[config.mk]
export PLATFORM = sky130hd
export DESIGN_NAME = loop_buffer_replay
export DESIGN_NICKNAME = d
export VERILOG_FILES = /design/src/rtl/loop_buffer_replay.sv
export SDC_FILE = /design/constraint.sdc
export NUM_CORES = 2
export LEC_CHECK = 0
export ABC_AREA = 1
export BUFFER_PORTS_ARGS = -buffer_cell sky130_fd_sc_hd__buf_4
export CAP_MARGIN = 5
export CORE_UTILIZATION = 25
export CTS_CLUSTER_SIZE = 24
export DETAILED_ROUTE_END_ITERATION = 10
export PLACE_DENSITY_LB_ADDON = 0.15
export SLEW_MARGIN = 40
export SYNTH_ARGS = -nofsm -noshare
export SYNTH_HDL_FRONTEND = slang
export SYNTH_SLANG_ARGS = --single-unit
[constraint.sdc]
create_clock -name clk -period 7.7 [get_ports clk]
set_input_delay 0.385 -clock clk [delete_from_list [all_inputs] [get_ports clk]]
set_output_delay 0.385 -clock clk [all_outputs]
set_load 0.02 [all_outputs]
[src/rtl/loop_buffer_replay.sv]
// loop_buffer_replay: instruction store and replay engine for the stream loop
// detector. It captures the fetched loop body while the detector is buffering,
// then replays it in order (wrapping at the loop end) to IFID while fetch is
// blocked. A flush from the detector invalidates the buffer.
//
// Optional feature macro: LOOP_BUF_ITER_CNT_EN builds the replay lap counter;
// when undefined, iter_count is tied to 0.
//
// Ports:
//   clk, reset            clock, asynchronous active-high reset
//   buf_start             pulse: (re)start capturing a loop body
//   wr_valid/instr/pc     fetched instruction to capture
//   buf_close             pulse: closing back-branch reached
//   reuse_en              level: replay the captured loop
//   flush                 invalidate buffer, return to idle
//   rd_ready              IFID can accept
//   rd_valid/instr/pc     replayed instruction (registered)
//   loaded                buffer holds a closed loop
//   overflow              capture exceeded DEPTH (sticky)
//   iter_count            completed replay laps (saturating)
module loop_buffer_replay #(
  parameter int unsigned DEPTH = 32,
  parameter int unsigned AW    = 5
) (
  input  logic        clk,
  input  logic        reset,
  input  logic        buf_start,
  input  logic        wr_valid,
  input  logic [31:0] wr_instr,
  input  logic [31:0] wr_pc,
  input  logic        buf_close,
  input  logic        reuse_en,
  input  logic        flush,
  input  logic        rd_ready,
  output logic        rd_valid,
  output logic [31:0] rd_instr,
  output logic [31:0] rd_pc,
  output logic        loaded,
  output logic        overflow,
  output logic [15:0] iter_count
);

  localparam int unsigned PW = AW + 1;
  localparam int unsigned DW = 64;

  typedef enum logic [1:0] {S_IDLE, S_FILL, S_READY, S_REPLAY} state_e;

  state_e        state_q, state_d;
  logic [PW-1:0] wptr_q, wptr_d;
  logic [PW-1:0] len_q, len_d;
  logic [AW-1:0] rptr_q, rptr_d;
  logic          rd_valid_q, rd_valid_d;
  logic [31:0]   rd_instr_q, rd_instr_d;
  logic [31:0]   rd_pc_q, rd_pc_d;
  logic          loaded_q, loaded_d;
  logic          overflow_q, overflow_d;

  logic          mem_we;
  logic [AW-1:0] mem_raddr;
  logic [DW-1:0] mem_rdata;
  logic [DW-1:0] mem [DEPTH];

  logic          hs;
  logic [PW-1:0] rptr_inc;
  logic [AW-1:0] rptr_wrap;

  assign hs        = rd_valid_q & rd_ready;
  assign rptr_inc  = PW'(rptr_q) + PW'(1);
  assign rptr_wrap = (rptr_inc == len_q) ? '0 : rptr_inc[AW-1:0];
  // Replay always starts at entry 0; otherwise read the next pointer.
  assign mem_raddr = (state_q == S_READY) ? '0 : rptr_q;
  assign mem_rdata = mem[mem_raddr];

  // Loop body storage; contents are never reset.
  always_ff @(posedge clk) begin
    if (mem_we) mem[wptr_q[AW-1:0]] <= {wr_pc, wr_instr};
  end

  // Next-state and datapath control.
  always_comb begin
    state_d    = state_q;
    wptr_d     = wptr_q;
    len_d      = len_q;
    rptr_d     = rptr_q;
    rd_valid_d = rd_valid_q;
    rd_instr_d = rd_instr_q;
    rd_pc_d    = rd_pc_q;
    loaded_d   = loaded_q;
    overflow_d = overflow_q;
    mem_we     = 1'b0;

    if (flush || buf_start) begin
      state_d    = flush ? S_IDLE : S_FILL;
      wptr_d     = '0;
      rptr_d     = '0;
      rd_valid_d = 1'b0;
      loaded_d   = 1'b0;
      overflow_d = 1'b0;
    end else begin
      case (state_q)
        S_FILL: begin
          if (wr_valid && (wptr_q == PW'(DEPTH))) begin
            overflow_d = 1'b1;
            state_d    = S_IDLE;
          end else begin
            if (wr_valid) begin
              mem_we = 1'b1;
              wptr_d = wptr_q + PW'(1);
            end
            if (buf_close) begin
              // Same-cycle capture counts toward the loop length.
              len_d = wptr_q + PW'(wr_valid);
              if (len_d == '0) begin
                state_d = S_IDLE;
              end else begin
                state_d  = S_READY;
                loaded_d = 1'b1;
              end
            end
          end
        end
        S_READY: begin
          if (reuse_en) begin
            state_d    = S_REPLAY;
            rd_valid_d = 1'b1;
            rd_instr_d = mem_rdata[31:0];
            rd_pc_d    = mem_rdata[63:32];
            rptr_d     = (len_q == PW'(1)) ? '0 : AW'(1);
          end
        end
        S_REPLAY: begin
          if (!reuse_en) begin
            state_d    = S_READY;
            rd_valid_d = 1'b0;
          end else if (hs) begin
            rd_instr_d = mem_rdata[31:0];
            rd_pc_d    = mem_rdata[63:32];
            rptr_d     = rptr_wrap;
          end
        end
        default: ;
      endcase
    end
  end

  // State and output registers.
  always_ff @(posedge clk or posedge reset) begin
    if (reset) begin
      state_q    <= S_IDLE;
      wptr_q     <= '0;
      len_q      <= '0;
      rptr_q     <= '0;
      rd_valid_q <= 1'b0;
      rd_instr_q <= '0;
      rd_pc_q    <= '0;
      loaded_q   <= 1'b0;
      overflow_q <= 1'b0;
    end else begin
      state_q    <= state_d;
      wptr_q     <= wptr_d;
      len_q      <= len_d;
      rptr_q     <= rptr_d;
      rd_valid_q <= rd_valid_d;
      rd_instr_q <= rd_instr_d;
      rd_pc_q    <= rd_pc_d;
      loaded_q   <= loaded_d;
      overflow_q <= overflow_d;
    end
  end

`ifdef LOOP_BUF_ITER_CNT_EN
  logic [15:0] iter_q, iter_d;
  logic        iter_inc;

  // rptr already points past the handshaken entry; zero means it was the last.
  assign iter_inc = (state_q == S_REPLAY) & reuse_en & hs & (rptr_q == '0)
                  | (state_q == S_REPLAY) & ~reuse_en & hs & (rptr_q == '0);

  always_comb begin
    iter_d = iter_q;
    if (flush || buf_start) iter_d = '0;
    else if (iter_inc && (iter_q != 16'hFFFF)) iter_d = iter_q + 16'd1;
  end

  always_ff @(posedge clk or posedge reset) begin
    if (reset) iter_q <= '0;
    else       iter_q <= iter_d;
  end

  assign iter_count = iter_q;
`else
  assign iter_count = '0;
`endif

  assign rd_valid = rd_valid_q;
  assign rd_instr = rd_instr_q;
  assign rd_pc    = rd_pc_q;
  assign loaded   = loaded_q;
  assign overflow = overflow_q;

endmodule

==> key figures <==
Route
  • DR vias: 62,000
  • Starting DRT DRC Count: 4,846
  • 1st-pass router iterations: 5
  • Post-DR vias/cell: 4.62
  • Residual DRC: 0
  • Routed Antenna Nets: 0
  • Total Wirelength: 321 mm
  • Per-cell routed wire length: 23.9 um

Worst setup path
  • Critical Path AT: 4.97 ns
  • Setup crit start: state_q[0]
  • Worst setup EP type: flop
  • Worst path cell trace: inv_2 -> nand2_8 -> nand2_8 -> buf_16 -> buf_6 -> buf_12 -> buf_16 -> nor2_1 -> nand2_1 -> nand3_1 -> nand3_1 -> nand3_1 -> nand3_1 -> nand2_1
  • Bufs and invs on worst path: 5
  • Crit-path max cell delay: 0.59 ns
  • CP Launch Type: flop
  • CP required: 8.43 ns
  • R2R Path Start: state_q[0]
  • Most frequent CP cell: nand3_1
  • Worst path slowest cell: buf_6
  • Worst Path Max Fanout: 95
  • Delay-heaviest family, CP: buffers and inverters
  • Setup CP Type: reg2reg

Floorplan
  • Die area: 372,000 um^2
  • Core ar.: 367,000 um^2
  • Initial Util: 0.252
  • I/O pins: 155
  • Chip width: 610 um
  • Die Y: 610 um
  • Site Rows: 222

Synthesis
  • Leading area contributor after synthesis: edfxtp_1
  • Main area contributors after synthesis: edfxtp_1 67%, nand3_1 10%, nand2_1 4.7%
  • Area share of xor/xnor cells in the synthesized design: 0.000853
  • Yosys cell types: 28
  • Cells after Synth: 8,361
  • Largest family of logic cells by synthesized area: simple AND/OR/NAND/NOR gates
  • Sequential fraction of the synthesis area: 0.689
  • #FFs+latches synth: 2,134
  • Share of the synthesized area in the top cell type: 0.665
  • Post-synthesis mux area share: 0
  • Post-Synth Adder-Cell Area: 0.000948
  • Mean post-synth cell area: 11.1 um^2
  • Synth Area in Compound Gates: 0.00483
  • Synth Cell Area: 92,400 um^2
  • Yosys warning count: 0
  • Post-synthesis simple-gate area fraction: 0.236

Clock tree
  • Clock-pin slew on the worst setup and hold paths: 0.06 ns
  • Worst-Skew Late Latency: 0.91 ns
  • Clock Sinks: 2,134
  • CTS tree: done
  • TritonCTS Buffers: 239
  • # Post-CTS Setup Buffers: 0
  • CTS max path bufs: 4
  • Root Driver: clkbuf_16
  • H-tree depth: 4

Finish
  • Nets@finish: 8,499
  • Most common cell after layout, fill and taps aside: edfxtp_1
  • Fraction of layout cells with a size suffix above 1: 0.0926
  • Most frequent cells in the layout: 2,048 x edfxtp_1, 1,930 x nand3_1, 1,145 x nand2_1
  • Area grow syn2layout: 16.6%
  • Fin util: 0.294
  • Fillcell total: 37,400

Pwr
  • Clk pwr share: 0.448
  • Pwr Density: 231 nW/um^2
  • Net Switching: 0.00552 W
  • Static Leak: 39.9 nW
  • VDD IR-drop max: 0.171 mV
  • Seq pwr share: 0.518
  • Internal power: 0.0194 W
  • Combinational power share: 0.035
  • Switch share: 0.221
  • Overall Power: 0.0249 W

GRT
  • Vias in the first global route: 59,800
  • Antenna violations before repair: 26
  • Pin count of the biggest net entering global routing: 138
  • GRT Total Usage: 0.169
  • Global route overflow: 0
  • First-pass GRT wire length: 458 mm

STA
  • Worst Skew: 0.0663 ns
  • Post-layout min period: 4.24 ns
  • RSZ-0062 raised after global routing: false
  • Max-Slew Margin vs Limit: 0.402
  • Worst slew pin tran: 0.897 ns
  • Fin. Hold Viols: 0
  • Setup TNS: 0 ns
  • Final Max Tran Viols: 0
  • Fmax: 0.236 GHz
  • Fin crit share: 0.550
  • Final Setup Violations: 0

Run
  • Total of max-cap violations: 0

Worst hold path
  • Hold crit path type: in2async

Outcome
  • Status: finished, final reports clean

Place
  • GP Congestion: 0.726
  • Port bufs: 138
  • Dpl hpwl: 155 mm
-- power groups by stage --
stage	registers, W	clock network (W)	logic, W
2_1_floorplan	0.0132	0	0.000299
3_3_place_gp	0.0132	0	0.000837
3_5_place_dp	0.0132	0	0.000848
4_1_cts	0.0129	0.0115	0.000887
5_1_grt	0.0129	0.0119	0.000951
6_report	0.0129	0.0112	0.000865
-- metal layers --
metal,routed length [um],share of wire,global-route usage,vias up
met5,109,0.00034,0,-
met4,6110,0.019,0.0340,18
met3,14200,0.044,0.0210,416
met2,149000,0.47,0.276,1421
met1,151000,0.47,0.240,31600
li1,-,-,-,28600
-- stage by stage --
step	cell area [um^2]	hold WS [ns]	setup WS, ns	cells
2_1_floorplan	92500	0.475	1.75	8376
5_1_grt	108000	0.0839	3.18	13400
6_report	108000	0.0874	3.46	13400
3_3_place_gp	98500	0.431	3.17	12900
4_1_cts	108000	0.0367	3.39	13400
3_5_place_dp	99500	0.464	3.41	12900
-- cell usage after synthesis (all sizes together) --
library cell  count
ha                7
nor2            836
nand3b          516
a31o              1
xnor2             3
o22ai             2
o21ai            77
nand3          1930
nand2          1149
nor3              5
clkbuf          236
xor2              6
dfrtp            86
edfxtp         2048
or2             124
buf             327
o31ai             2
inv             996
conb              1
a21oi             5
nand4             4
-- kinds of logic after synthesis --
group,count (synthesis)
AO/OA/AOI/OAI,87
adder cells (fa/ha/maj),7
XOR/XNOR,9
AND/OR/NAND/NOR,4564
flip-flops,2134
buffers and inverters,1559
other,1
-- final cells by class --
class | count | area, um^2 | area share
antenna | 4 | 10.0 | 0.0000929
timing repair buffer | 366 | 4070 | 0.0378
sequential | 2134 | 63700 | 0.591
tap | 4816 | 6030 | 0.0559
inverter | 996 | 3790 | 0.0352
clock buffer | 308 | 6400 | 0.0594
clock inverter | 121 | 1030 | 0.00956
multi-input combinational | 4683 | 22800 | 0.212
-- repair_timing --
action,4_1_cts,5_1_grt
gates resized for setup,0,0
hold endpoints to repair,2084,0
hold buffers,71,0
-- worst reg2reg max path, stage by stage, from the launching register on --
cell	delay, ns
dfrtp_1	0.46
inv_2	0.13
nand2_8	0.27
nand2_8	0.49
buf_16	0.33
buf_6	0.64
buf_12	0.50
buf_16	0.39
nor2_1	0.27
nand2_1	0.08
nand3_1	0.09
nand3_1	0.14
nand3_1	0.10
nand3_1	0.10
nand2_1	0.06
-- state kept, by name (all words and copies together), names as in the netlist, 2 cells and up --
register / cells
len_q: 6
mem: 2048
rd_instr: 32
rd_pc: 32
rptr_q: 5
state_q: 2
wptr_q: 6
-- worst paths after layout --
path / endpoint / slack (ns) / cells past startpoint
setup / recovery: rd_instr[19] / 3.46 / 14
hold / removal: rd_instr[11] / 0.09 / 3
setup reg to reg: rd_instr[19] / 3.46 / 14
hold reg to reg: rd_pc[22] / 0.49 / 2
max in group asynchronous: rptr_q[0] / 5.71 / 5
min in group clk: rptr_q[1] / 0.27 / 6
(Power assumes the default switching activity.)
